`src/rtl/dm_write_arbiter_pkg.sv`:
```
// Shared constants and types for the data-memory write arbiter.
// Region bases/depths here are the defaults picked up by dm_write_arbiter.
package dm_write_arbiter_pkg;

  localparam int DM_ADDR_WIDTH = 8;
  localparam int DATA_WIDTH    = 16;

  localparam int DM_LD_BASE  = 'h00;
  localparam int DM_LD_DEPTH = 128;
  localparam int DM_TX_BASE  = 'h80;
  localparam int DM_TX_DEPTH = 128;

  localparam int STALL_W = 16;

  typedef enum logic {
    RR_LD = 1'b0,
    RR_TX = 1'b1
  } rr_e;

  // Index width for a region; a one-entry region still needs a 1-bit index.
  function automatic int idx_width(input int depth);
    return (depth > 1) ? $clog2(depth) : 1;
  endfunction

endpackage

```
`src/rtl/dm_region_ptr.sv`:
```
// Write pointer for one data-memory region: base + wrapping index, with a
// sticky full flag raised when the last entry is accepted.
module dm_region_ptr
  import dm_write_arbiter_pkg::*;
#(
  parameter int AW    = DM_ADDR_WIDTH,
  parameter int BASE  = DM_LD_BASE,
  parameter int DEPTH = DM_LD_DEPTH
) (
  input  logic          clk,
  input  logic          rst,
  input  logic          i_accept,
  input  logic          i_clr,
  output logic [AW-1:0] o_ptr,
  output logic          o_full
);

  localparam int            IW     = idx_width(DEPTH);
  localparam logic [IW-1:0] LAST   = IW'(DEPTH - 1);
  localparam logic [AW-1:0] BASE_A = AW'(BASE);

  logic [IW-1:0] r_idx;
  logic          r_full;

  // Clear wins over a same-cycle accept; the write itself already used r_idx.
  always_ff @(posedge clk) begin
    if (rst || i_clr) begin
      r_idx  <= '0;
      r_full <= 1'b0;
    end else if (i_accept) begin
      if (r_idx == LAST) begin
        r_idx  <= '0;
        r_full <= 1'b1;
      end else begin
        r_idx <= r_idx + IW'(1);
      end
    end
  end

  assign o_ptr  = BASE_A + AW'(r_idx);
  assign o_full = r_full;

endmodule

```
`src/rtl/dm_write_arbiter.sv`:
```
// Single write port arbiter for the PE data memory: wb > round-robin(ld, tx).
// Optional stall counters are compiled in with DM_ARB_STATS_EN.
module dm_write_arbiter
  import dm_write_arbiter_pkg::*;
#(
  parameter int AW       = DM_ADDR_WIDTH,
  parameter int DW       = DATA_WIDTH * 2,
  parameter int LD_BASE  = DM_LD_BASE,
  parameter int LD_DEPTH = DM_LD_DEPTH,
  parameter int TX_BASE  = DM_TX_BASE,
  parameter int TX_DEPTH = DM_TX_DEPTH
) (
  input  logic          clk,
  input  logic          rst,
  input  logic          ld_valid,
  output logic          ld_ready,
  input  logic [DW-1:0] ld_data,
  input  logic          ld_clr,
  output logic          ld_full,
  input  logic          wb_valid,
  input  logic [AW-1:0] wb_addr,
  input  logic [DW-1:0] wb_data,
  input  logic          tx_valid,
  output logic          tx_ready,
  input  logic [DW-1:0] tx_data,
  input  logic          tx_clr,
  output logic          tx_full,
  output logic          wr_en,
  output logic [AW-1:0] wr_addr,
  output logic [DW-1:0] wr_data
`ifdef DM_ARB_STATS_EN
  ,
  output logic [STALL_W-1:0] ld_stall_cnt,
  output logic [STALL_W-1:0] tx_stall_cnt
`endif
);

  logic [AW-1:0] w_ld_ptr;
  logic [AW-1:0] w_tx_ptr;
  logic          w_ld_full;
  logic          w_tx_full;
  logic          w_ld_req;
  logic          w_tx_req;
  logic          w_ld_grant;
  logic          w_tx_grant;
  rr_e           r_rr;
  rr_e           w_rr_next;

  logic          r_wr_en;
  logic [AW-1:0] r_wr_addr;
  logic [DW-1:0] r_wr_data;

  dm_region_ptr #(
    .AW    (AW),
    .BASE  (LD_BASE),
    .DEPTH (LD_DEPTH)
  ) u_ld_ptr (
    .clk      (clk),
    .rst      (rst),
    .i_accept (w_ld_grant),
    .i_clr    (ld_clr),
    .o_ptr    (w_ld_ptr),
    .o_full   (w_ld_full)
  );

  dm_region_ptr #(
    .AW    (AW),
    .BASE  (TX_BASE),
    .DEPTH (TX_DEPTH)
  ) u_tx_ptr (
    .clk      (clk),
    .rst      (rst),
    .i_accept (w_tx_grant),
    .i_clr    (tx_clr),
    .o_ptr    (w_tx_ptr),
    .o_full   (w_tx_full)
  );

  assign w_ld_req = ld_valid & ~w_ld_full;
  assign w_tx_req = tx_valid & ~w_tx_full;

  always_ff @(posedge clk) begin
    if (rst) begin
      r_rr <= RR_LD;
    end else begin
      r_rr <= w_rr_next;
    end
  end

  // Grants double as the ready outputs; reset and wb both suppress them.
  always_comb begin
    w_ld_grant = 1'b0;
    w_tx_grant = 1'b0;
    w_rr_next  = r_rr;
    if (!rst && !wb_valid) begin
      if (w_ld_req && w_tx_req) begin
        w_ld_grant = (r_rr == RR_LD);
        w_tx_grant = (r_rr == RR_TX);
      end else begin
        w_ld_grant = w_ld_req;
        w_tx_grant = w_tx_req;
      end
    end
    if (w_ld_grant) begin
      w_rr_next = RR_TX;
    end else if (w_tx_grant) begin
      w_rr_next = RR_LD;
    end
  end

  always_ff @(posedge clk) begin
    if (rst) begin
      r_wr_en   <= 1'b0;
      r_wr_addr <= '0;
      r_wr_data <= '0;
    end else begin
      r_wr_en <= wb_valid | w_ld_grant | w_tx_grant;
      if (wb_valid) begin
        r_wr_addr <= wb_addr;
        r_wr_data <= wb_data;
      end else if (w_ld_grant) begin
        r_wr_addr <= w_ld_ptr;
        r_wr_data <= ld_data;
      end else if (w_tx_grant) begin
        r_wr_addr <= w_tx_ptr;
        r_wr_data <= tx_data;
      end
    end
  end

  assign ld_ready = w_ld_grant;
  assign tx_ready = w_tx_grant;
  assign ld_full  = w_ld_full;
  assign tx_full  = w_tx_full;
  assign wr_en    = r_wr_en;
  assign wr_addr  = r_wr_addr;
  assign wr_data  = r_wr_data;

`ifdef DM_ARB_STATS_EN
  logic [STALL_W-1:0] r_ld_stall_cnt;
  logic [STALL_W-1:0] r_tx_stall_cnt;

  // A stall is a live request that lost to wb or to the round-robin.
  always_ff @(posedge clk) begin
    if (rst || ld_clr) begin
      r_ld_stall_cnt <= '0;
    end else if (w_ld_req && !w_ld_grant && (r_ld_stall_cnt != '1)) begin
      r_ld_stall_cnt <= r_ld_stall_cnt + STALL_W'(1);
    end
  end

  always_ff @(posedge clk) begin
    if (rst || tx_clr) begin
      r_tx_stall_cnt <= '0;
    end else if (w_tx_req && !w_tx_grant && (r_tx_stall_cnt != '1)) begin
      r_tx_stall_cnt <= r_tx_stall_cnt + STALL_W'(1);
    end
  end

  assign ld_stall_cnt = r_ld_stall_cnt;
  assign tx_stall_cnt = r_tx_stall_cnt;
`endif

endmodule

```
`config.mk`:
```
export PLATFORM = sky130hd
export DESIGN_NAME = dm_write_arbiter
export DESIGN_NICKNAME = d
export VERILOG_FILES = /design/src/rtl/dm_write_arbiter_pkg.sv /design/src/rtl/dm_region_ptr.sv /design/src/rtl/dm_write_arbiter.sv
export SDC_FILE = /design/constraint.sdc
export NUM_CORES = 1
export LEC_CHECK = 0
export CAP_MARGIN = 20
export CORE_MARGIN = 10
export CORE_UTILIZATION = 38
export DETAILED_ROUTE_END_ITERATION = 10
export GPL_TIMING_DRIVEN = 0
export PLACE_DENSITY = 0.81
export RECOVER_POWER = 25
export SYNTH_ARGS = -nofsm -noshare
export SYNTH_HDL_FRONTEND = slang
export SYNTH_SLANG_ARGS = --single-unit
```
`constraint.sdc`:
```
create_clock -name clk -period 2.6 [get_ports clk]
set_clock_uncertainty 0.15 [all_clocks]
set_input_delay 0.65 -clock clk [delete_from_list [all_inputs] [get_ports clk]]
set_output_delay 0.65 -clock clk [all_outputs]
set_load 0.05 [all_outputs]
```
# After elaboration in Yosys (flattened, before gate mapping)
# Cells that the tools add are included.
# classes
n_mux,14
reduce_logical,10
addsub,3
n_bitwise,7
n_eq_ne,2
# op_table
op,count
2-to-1 mux 32 bit,3
2-to-1 mux 8 bit,3
"adder 7 x 1 -> 7 bit, second input constant",2
"== test 7 bit, second input constant",2
2-to-1 mux 7 bit,2
"adder 8 x 7 -> 8 bit, first input constant",1
2-to-1 mux 1 bit,6
AND reduction 2 bit,2
NOT 1 bit,3
nonzero test 3 bit,1
bitwise AND 1 bit,2
logical AND 1 bit,2
logical NOT 1 bit,2
logical OR 1 bit,2
bitwise OR 1 bit,2
nonzero test 2 bit,1
# totals
out_inout_bits,45
regBits,58
wordCells,44

# Logic depth before layout (Yosys ltp)
# Gate-level depths: netlist of the first run.
# depth
word_depth,8
mapped_depth,7
mapped_depth_nobuf,5

# Cells and area by module
# From an unflattened synthesis of the first run, not the netlist that was laid out.
# unflattened
hier_cells,392
hier_area_um2,3757.4
# modules_own_cells
mod,n_inst,cells_per_inst,area_each_um2
dm_write_arbiter,1,308,3019.1
dm_region_ptr,2,42,369.1

# Worst setup path after synthesis of the first run
# No wires, ideal clock.
# synth_timing
kind,input port to output port
startpoint,input rst
endpoint,output tx_ready
cell_stages,4
t_required_ns,1.800
arrival_ns,1.763
slack_ns,0.037
path_cell_list,or4b_1 > buf_4 > nor2_4 > buf_2
# synth_between
elab_chain_cells,3
# synth_lines
element,line,text
"start, declared",dm_write_arbiter.sv:14,"input logic rst,"
logical NOT 1 bit,dm_write_arbiter.sv:95,if (!rst && !wb_valid) begin
logical AND 1 bit,dm_write_arbiter.sv:95,
2-to-1 mux 1 bit,dm_write_arbiter.sv:95,
"end, declared",dm_write_arbiter.sv:24,"output logic tx_ready,"
# No other way between the ends.

# Worst setup path in the final report of the first run
# layout_timing
startpoint,"register u_ld_ptr.r_full, in the netlist u_ld_ptr.o_full"
endpoint,output ld_full
# layout_lines
element,line,text
"start, declared",dm_region_ptr.sv:23,logic r_full;
"start signal, assigned",dm_region_ptr.sv:29,r_full <= 1'b0;
"start signal, assigned",dm_region_ptr.sv:33,r_full <= 1'b1;
"end, declared",dm_write_arbiter.sv:19,"output logic ld_full,"
# No word-level cell between the ends.

==> metrics.cfg, run 1 <==
[setup_path]
required_ps=1800
worstPathCellList=clkdlybuf4s50_1
path_buf_inv=1
cp-end-kind=output port
crit_fanout=6
cp-start-kind=register
crit_family=buffers and inverters
arrival_ps=1740
slowest_stage=clkdlybuf4s50_1
crit_path_max_incr_delay_ps=880
worst-setup-path-type=register to output port

[sta]
period_minus_slack_ps=2544
final.period_utilization=0.9786
finalSetupViolCount=0
final_hold_viol_count=0
clock.fmax_ghz=0.3930
rsz0062_at_grt=no
drv_slew=0
hold_ws_ps=326.5
worst_pin_slew_ps=601.4
slew_headroom=0.5957
fin_ws_ps=55.71

[pwr]
p_switching_w=0.0007026
seq_power_share=0.359
p_comb_frac=0.219
switching_share=0.2627
power.leakage_nw=1.650
internal_power_w=0.001972
clockPowerShare=0.422
peakVddDrop_mv=0.3214
power_density_mw_per_mm2=573.7

[logic_synthesis]
synth-edff-count=0
ys_seq_area_frac=0.4326
async_flop_share=0
syn_area_mm2=0.002684
synthDistinctLibCells=44
ys.flop_type=dfxtp_1
yosys_warnings=0
synth.ff_latch_count=58
synth_fp_nets=402
synth.avg_cell_area_um2=9.287
synth_cells=289

[place]
dpl.hpwl_um=8234
port_buffers=155
place.gp.congestion=0.8668
dp_slack_ps=-1282

[grt]
overflow=0
grt_first_pass_wirelength_um=16690
grt.total_usage=0.1895
antenna_found_initial=0
first_global_vias=3145
grt_max_degree=11

[finish]
n_antenna_cell=0
drive_gt1_frac=0.09892
num-nets-final=573
syn2layout_area_growth_pct=73.71

[floorplanning]
placementRows=30
die_y_um=104.0
ios=156
dieArea_mm2=0.01082
fp.coreArea_mm2=0.006832
start_util=0.3929
die_w_um=104.0

[routing]
post_drt_wl_per_cell_um=18.87
postRouteAntennaNets=0
drc=0
vias=2999
via_per_inst=5.346
drt_pass1_iterations=4
drt-total-wl_um=10590
drt_iter0_drc=168

[cts]
clkTransAtPathRegs_ps=70
htree_levels=3
numCtsBuffers=9
clk_path_buf_depth=2
cts.sinks=58
root_buffer=clkbuf_8
clk-insertion-delay-late_ps=340
cts_tree=done

[worst_hold_path]
hp-class=register to register

[run_status]
outcome=completed

[flow_run]
drv_cap=0

[path summary, 6_finish.rpt]
kind | from | end | slack (ps) | cells after the start
hold reg to reg | wr_data[14]$_SDFFE_PP0P_ | wr_data[14]$_SDFFE_PP0P_ | 330 | 2
hold / removal | wr_data[14]$_SDFFE_PP0P_ | wr_data[14]$_SDFFE_PP0P_ | 330 | 2
setup reg to reg | u_ld_ptr.o_full$_SDFFE_PP0P_ | wr_data[28]$_SDFFE_PP0P_ | 440 | 6
setup / recovery | u_ld_ptr.o_full$_SDFFE_PP0P_ | ld_full | 60 | 1
[timing repair]
action / in CTS / in global routing
pin swaps: 3 / 2
buffers inserted: 5 / 2
resized for setup: 35 / 1
hold buffers: 0 / 0
setup endpoints to repair: 2 / 2
[sequential cells by signal (all words and copies together), names as in the netlist]
register	flops
r_rr	1
wr_data	32
u_ld_ptr.r_idx	7
u_tx_ptr.o_full	1
u_ld_ptr.o_full	1
wr_addr	8
wr_en	1
u_tx_ptr.r_idx	7
[cell type report]
type,instances,area [um2]
fill,565,2170
multi-input combinational,202,1384
timing repair buffer,162,1600
clock buffer,11,141.4
buffer,23,115.1
inverter,4,15.01
tap,96,120.1
sequential,58,1161
clock inverter,5,125.1
[cells in the mapped netlist, types with 3 or more instances]
| cell type | count | area share |
|---|---|---|
| clkbuf_1 | 12 | 0.017 |
| a21oi_1 | 8 | 0.015 |
| xnor2_1 | 5 | 0.016 |
| o21ai_1 | 38 | 0.071 |
| and3_1 | 3 | 0.0070 |
| a22oi_1 | 76 | 0.21 |
| nor2b_1 | 3 | 0.0070 |
| nor2_1 | 11 | 0.015 |
| nand4_1 | 3 | 0.0070 |
| dfxtp_1 | 58 | 0.43 |
| buf_2 | 5 | 0.0093 |
| buf_4 | 5 | 0.014 |
| nand3_1 | 4 | 0.0075 |
| nand2_1 | 10 | 0.014 |
| inv_1 | 3 | 0.0042 |
| xor2_1 | 3 | 0.0098 |
| or3_1 | 3 | 0.0070 |
[power groups by stage]
stage	sequential, W	clock [W]	combinational [W]
CTS	0.000960	0.00114	0.000590
floorplan	0.00113	0	0.000126
global placement	0.000977	0	0.000574
finish	0.000960	0.00113	0.000585
detailed placement	0.000979	0	0.000580
global route	0.000965	0.00119	0.000616
[kinds of logic (layout without fill, tap and decap cells)]
kind of cell | after synthesis | after routing | share of synthesized area
flip-flops | 58 | 58 | 0.4326
AO/OA/AOI/OAI | 133 | 133 | 0.3301
adder cells (fa/ha/maj) | 2 | 2 | 0.009323
AND/OR/NAND/NOR | 59 | 59 | 0.1464
XOR/XNOR | 8 | 8 | 0.02611
buffers and inverters | 29 | 205 | 0.05547
[layer usage]
layer,wire (um),track usage,vias up
met5,0,0,-
met4,265,0.07256,0
met3,1026,0.08364,19
met2,5145,0.3122,125
met1,4149,0.2100,1407
li1,-,-,1448
[per-stage QoR]
step	cells	area [um2]	total power [W]	setup TNS (ps)	util
after floorplan	289	2684	0.001256	0	-
after detailed placement	540	4355	0.001560	-9364	0.6375
after CTS	561	4683	0.002685	0	0.6855
final	561	4662	0.002675	0	0.6824
after global placement	540	4355	0.001551	-8340	0.6375
after global routing	561	4662	0.002768	0	0.6824
[layout by cell type, fill, tap and decap left out, types with 4 or more instances in the layout]
| cell | Yosys | final |
|---|---|---|
| clkbuf_1 | 12 | 20 |
| nand2_1 | 10 | 9 |
| xnor2_1 | 5 | 5 |
| nor2_1 | 11 | 11 |
| bufinv_16 | 0 | 4 |
| clkdlybuf4s50_1 | 0 | 149 |
| nand3_1 | 4 | 4 |
| a22oi_1 | 76 | 76 |
| o21ai_0 | 2 | 10 |
| dfxtp_1 | 58 | 58 |
| a21oi_1 | 8 | 8 |
| o21ai_1 | 38 | 30 |
| clkbuf_8 | 0 | 10 |
| buf_4 | 5 | 9 |
Note: power is estimated with default switching activity, not from simulation.
==> run 2, diff against run 1 <==
--- a/config.mk
+++ b/config.mk
@@ -6,7 +6,7 @@
 export NUM_CORES = 1
 export LEC_CHECK = 0
 export CAP_MARGIN = 20
-export CORE_MARGIN = 10
+export CORE_MARGIN = 5
 export CORE_UTILIZATION = 38
 export DETAILED_ROUTE_END_ITERATION = 10
 export GPL_TIMING_DRIVEN = 0
==> run 2 against run 1 <==
Net effect:
- count of clock-buffer cells in the layout rose by 2
- sequential cell count did not move
- via count fell by 0.63%
- fmax rose by 0.34%
- cell count did not move
- critical path depth rose by 4
- critical path type is now input port to output port
- largest power group is now registers
- highest routed layer unchanged
==> metrics.cfg, run 2 (synthesis results as in run 1) <==
[run_status]
outcome=completed  ; unchanged

[sta]
final.setup.tns_ps=0  ; unchanged
rsz0062_at_grt=no  ; unchanged
slew_headroom=0.5780  ; was 0.5957
clock.fmax_ghz=0.3944  ; was 0.3930 GHz
drv_slew=0  ; unchanged
period_minus_slack_ps=2536  ; was 2544 ps
final.period_utilization=0.9753  ; was 0.9786
worst_pin_slew_ps=627.6  ; was 601.4 ps
finalSetupViolCount=0  ; unchanged
fin_ws_ps=64.28  ; was 55.71 ps
final_hold_viol_count=0  ; unchanged

[finish]
largest_reg_flops=32  ; unchanged
num-nets-final=573  ; unchanged
n_antenna_cell=0  ; unchanged
final_common_cell=clkdlybuf4s50_1  ; unchanged
syn2layout_area_growth_pct=69.93  ; was 73.71%
final_cell_mix=clkdlybuf4s50_1, a22oi_1, dfxtp_1  ; unchanged
drive_gt1_frac=0.08817  ; was 0.09892

[pwr]
power.leakage_nw=1.603  ; was 1.650 nW
p_switching_w=0.0006621  ; was 0.0007026 W
internal_power_w=0.001655  ; was 0.001972 W
peakVddDrop_mv=0.2557  ; was 0.3214 mV
power_density_mw_per_mm2=508.1  ; was 573.7 mW/mm2
switching_share=0.2858  ; was 0.2627
p_comb_frac=0.250  ; was 0.219
clockPowerShare=0.336  ; was 0.422
seq_power_share=0.415  ; was 0.359

[floorplanning]
start_util=0.3929  ; unchanged
ios=156  ; unchanged
die_w_um=94.04  ; was 104.0 um
dieArea_mm2=0.008844  ; was 0.01082 mm2
die_y_um=94.04  ; was 104.0 um
placementRows=30  ; unchanged
fp.coreArea_mm2=0.006832  ; unchanged

[place]
dpl.hpwl_um=7276  ; was 8234 um
port_buffers=155  ; unchanged
dp_slack_ps=-1270  ; was -1282 ps
place.gp.congestion=0.8824  ; was 0.8668

[flow_run]
drv_cap=0  ; unchanged

[grt]
grt_max_degree=11  ; unchanged
grt.total_usage=0.2145  ; was 0.1895
overflow=0  ; unchanged
grt_first_pass_wirelength_um=14880  ; was 16,690 um
antenna_found_initial=0  ; unchanged
first_global_vias=3123  ; was 3,145

[cts]
clk-insertion-delay-late_ps=320  ; was 340 ps
clk_path_buf_depth=2  ; unchanged
numCtsBuffers=9  ; unchanged
htree_levels=3  ; unchanged
clkTransAtPathRegs_ps=60  ; was 70 ps
holdBufCountCts=0  ; unchanged
cts.sinks=58  ; unchanged
root_buffer=clkbuf_8  ; unchanged
cts_tree=done  ; unchanged

[routing]
drt-total-wl_um=9405  ; was 10,590 um
drc=0  ; unchanged
drt_pass1_iterations=4  ; unchanged
vias=2980  ; was 2,999
postRouteAntennaNets=0  ; unchanged
drt_iter0_drc=117  ; was 168
post_drt_wl_per_cell_um=16.76  ; was 18.87 um
via_per_inst=5.312  ; was 5.346

[setup_path]
crit_path_max_incr_delay_ps=490  ; was 880 ps
required_ps=1800  ; about the same
worstPathCellList=buf_2, or4b_4, buf_8, nor2_4, buf_8  ; was clkdlybuf4s50_1
cp-end-kind=output port  ; unchanged
slowest_stage=or4b_4  ; was clkdlybuf4s50_1
arrival_ps=1740  ; about the same
cp-start-kind=input port  ; was register
crit_family=simple AND/OR/NAND/NOR gates  ; was buffers and inverters
worst-setup-path-type=input port to output port  ; was register to output port
crit_top_cell=buf_8
crit_fanout=4  ; was 6
path_buf_inv=3  ; was 1

[worst_hold_path]
hp-class=register to register  ; unchanged

[run 2: power by group through the flow]
stage          logic (W)  clock network (W)  registers [W]
2_1_floorplan   0.000126                  0        0.00113
3_3_place_gp    0.000571                  0       0.000977
3_5_place_dp    0.000576                  0       0.000979
4_1_cts         0.000589           0.000790       0.000960
5_1_grt         0.000612           0.000840       0.000966
6_report        0.000579           0.000778       0.000960
[run 2: final cells by class]
type | count | area (um2)
clock inverter | 3 | 40.04
clock buffer | 13 | 138.9
inverter | 4 | 15.01
fill | 596 | 2271
sequential | 58 | 1161
timing repair buffer | 162 | 1589
multi-input combinational | 202 | 1374
buffer | 23 | 122.6
tap | 96 | 120.1
[run 2: final timing paths]
check / from / endpoint / slack [ps] / depth (start not counted)
hold reg to reg: wr_data[2]$_SDFFE_PP0P_ / wr_data[2]$_SDFFE_PP0P_ / 330 / 2
setup reg to reg: u_tx_ptr.o_full$_SDFFE_PP0P_ / wr_data[8]$_SDFFE_PP0P_ / 240 / 7
setup / recovery: rst / tx_ready / 60 / 5
hold / removal: wr_data[2]$_SDFFE_PP0P_ / wr_data[2]$_SDFFE_PP0P_ / 330 / 2
[run 2: layer usage]
layer  wire length, um  vias up  track usage
met2              4743      116       0.3708
met1              3674     1398       0.2387
met4               238        0      0.09868
li1                  -     1447            -
met3               747       19      0.06731
met5                 0        -            0
[run 2: tightest hold or removal path: cells and delay by family (launching register included)]
kind / cells / cell delay [ps]
DFF: 1 / 330
AOI/OAI and AO/OA: 2 / 120
[run 2: timing repair]
action | in CTS | in global routing
pin swaps | 3 | 0
setup buffers | 7 | 0
resized for setup | 38 | 0
setup endpoints to repair | 2 | 2
[run 2: stage by stage]
stage	utilization	cell area, um2	hold WS, ps	total power, W	cells
2_1_floorplan	-	2684	299.8	0.001256	289
3_3_place_gp	0.6375	4355	315.3	0.001548	540
3_5_place_dp	0.6375	4355	318.1	0.001555	540
4_1_cts	0.6756	4616	336.5	0.002339	563
5_1_grt	0.6676	4561	368.3	0.002418	561
6_report	0.6676	4561	333.6	0.002317	561
==> run 3, diff against run 2 <==
--- a/config.mk
+++ b/config.mk
@@ -7,10 +7,10 @@
 export LEC_CHECK = 0
 export CAP_MARGIN = 20
 export CORE_MARGIN = 5
-export CORE_UTILIZATION = 38
+export CORE_UTILIZATION = 45
 export DETAILED_ROUTE_END_ITERATION = 10
+export DONT_BUFFER_PORTS = 1
 export GPL_TIMING_DRIVEN = 0
-export PLACE_DENSITY = 0.81
 export RECOVER_POWER = 25
 export SYNTH_ARGS = -nofsm -noshare
 export SYNTH_HDL_FRONTEND = slang
==> constraint.sdc (replaced) <==
create_clock -name clk -period 2.9 [get_ports clk]
set_clock_uncertainty 0.15 [all_clocks]
set_input_delay 0.725 -clock clk [delete_from_list [all_inputs] [get_ports clk]]
set_output_delay 0.725 -clock clk [all_outputs]
set_load 0.05 [all_outputs]
==> run 3 against run 2 <==
Net effect:
- global-route usage decreased by 2.0 points
- sequential power increased by 5%
- critical endpoint unchanged
- final area decreased by 34%
- combinational power decreased by 76%
- utilization decreased by 15 points
- die area decreased by 14%
- clock power increased by 5.1%
- worst hold slack got worse by 17 ps
- setup slack improved by 40 ps
- sequential cell count unchanged
==> metrics.cfg, run 3 (synthesis results as in run 1) <==
[routing]
vias=2323  ; was 2,980
postRouteAntennaNets=0  ; unchanged
post_drt_wl_per_cell_um=19.83  ; was 16.76 um
drt_pass1_iterations=4  ; unchanged
drt-total-wl_um=7535  ; was 9405 um
drt_iter0_drc=91  ; was 117
via_per_inst=6.113  ; was 5.312
drc=0  ; unchanged

[floorplanning]
start_util=0.4587  ; was 0.3929
dieArea_mm2=0.007608  ; was 0.008844 mm2
fp.coreArea_mm2=0.005851  ; was 0.006832 mm2
ios=156  ; unchanged
die_w_um=87.23  ; was 94.04 um
die_y_um=87.23  ; was 94.04 um
placementRows=28  ; was 30

[grt]
overflow=0  ; unchanged
grt_first_pass_wirelength_um=11490  ; was 14,880 um
grt.total_usage=0.1941  ; was 0.2145
grt_max_degree=11  ; unchanged
first_global_vias=2355  ; was 3,123
antenna_found_initial=0  ; unchanged

[cts]
htree_levels=3  ; unchanged
cts_tree=done  ; unchanged
holdBufCountCts=0  ; unchanged
cts_resized=4  ; was 38
clkTransAtPathRegs_ps=60  ; about the same
cts.sinks=58  ; unchanged
numCtsBuffers=9  ; unchanged
clk_path_buf_depth=2  ; unchanged
post_cts_buffers=0  ; was 7
clk-insertion-delay-late_ps=320  ; about the same
root_buffer=clkbuf_8  ; unchanged

[setup_path]
crit_fanout=10  ; was 4
worstRegToRegCells=6  ; was 7
cp-start-kind=register  ; was input port
reg2reg_setup_slack_ps=730  ; was 240 ps
arrival_ps=1920  ; was 1740 ps
worst-setup-path-type=register to output port  ; was input port to output port
required_ps=2030  ; was 1800 ps
cp-end-kind=output port  ; unchanged

[worst_hold_path]
hp-class=input port to register  ; was register to register
whs_path_depth=1  ; was 2

[sta]
finalSetupViolCount=0  ; unchanged
final.setup.tns_ps=0  ; unchanged
rsz0062_at_grt=no  ; unchanged
hold_ws_ps=316.4  ; was 333.6 ps
period_minus_slack_ps=2795
slew_headroom=0.6217  ; was 0.5780
worst_pin_slew_ps=566.9  ; was 627.6 ps
final_hold_viol_count=0  ; unchanged
clock.fmax_ghz=0.3577
drv_slew=0  ; unchanged
final.period_utilization=0.9639

[place]
port_buffers=0  ; was 155
place_inst=364  ; was 540
place.gp.congestion=0.7712  ; was 0.8824
dpl.hpwl_um=5846  ; was 7276 um

[finish]
multiInputGateArea_mm2=0.001383  ; was 0.001374 mm2
largest_reg_flops=32  ; unchanged
final_common_cell=a22oi_1  ; was clkdlybuf4s50_1
regArea_mm2=0.001164  ; was 0.001161 mm2
instances_no_fill=380  ; was 561
fillCellCount=572  ; was 596
final_cell_mix=a22oi_1, dfxtp_1, o21ai_1  ; was clkdlybuf4s50_1, a22oi_1, dfxtp_1
n_antenna_cell=0  ; unchanged
drive_gt1_frac=0.1377  ; was 0.08817
syn2layout_area_growth_pct=12.17  ; was 69.93%
num-nets-final=413  ; was 573

[pwr]
finalPower_w=0.001964  ; was 0.002317 W
power.leakage_nw=1.020  ; was 1.603 nW
peakVddDrop_mv=0.3714  ; was 0.2557 mV
power_density_mw_per_mm2=652.3  ; was 508.1 mW/mm2

[flow_run]
drv_cap=0  ; unchanged

[run_status]
outcome=completed  ; unchanged

run 3: final timing paths:
kind,from,endpoint
setup / recovery,u_tx_ptr.o_full$_SDFFE_PP0P_,tx_ready
hold / removal,tx_clr,u_tx_ptr.r_idx[6]$_SDFFE_PP0P_
setup reg to reg,u_ld_ptr.o_full$_SDFFE_PP0P_,wr_data[20]$_SDFFE_PP0P_
hold reg to reg,u_ld_ptr.r_idx[5]$_SDFFE_PP0P_,u_ld_ptr.r_idx[5]$_SDFFE_PP0P_
run 3: routing by layer:
layer / global-route usage / vias to the layer above / share of wire
li1: - / 1130 / -
met1: 0.2403 / 1085 / 0.42
met2: 0.3112 / 101 / 0.47
met3: 0.07285 / 7 / 0.10
met4: 0.06416 / 0 / 0.0082
met5: 0 / - / 0
run 3: final cells by class:
class	instances	area share
plain buffers	25	0.04530
clock buffers	11	0.04697
clock inverters	5	0.02577
inverters	4	0.004988
multi-input cells	202	0.4593
flip-flops and latches	58	0.3865
well taps	75	0.03117
run 3: critical path, stage by stage, from the launching register on:
cell	delay [ps]
dfxtp_2	430
or4b_1	550
buf_4	200
nor2_4	130
buf_4	280
run 3: power breakdown:
group	internal [W]	leakage [nW]	switching, W
logic	0.0000571	0.433	0.0000828
registers	0.000838	0.477	0.000168
clock network	0.000505	0.109	0.000313
total	0.00140	1.02	0.000564
run 3: per-stage QoR:
stage | instance area (um2) | setup WS, ps | utilization
2_1_floorplan | 2684 | 187.4 | -
3_3_place_gp | 2778 | 59.43 | 0.4748
3_5_place_dp | 2778 | 61.57 | 0.4748
4_1_cts | 3010 | 71.06 | 0.5145
5_1_grt | 3010 | 27.44 | 0.5145
6_report | 3010 | 104.6 | 0.5145
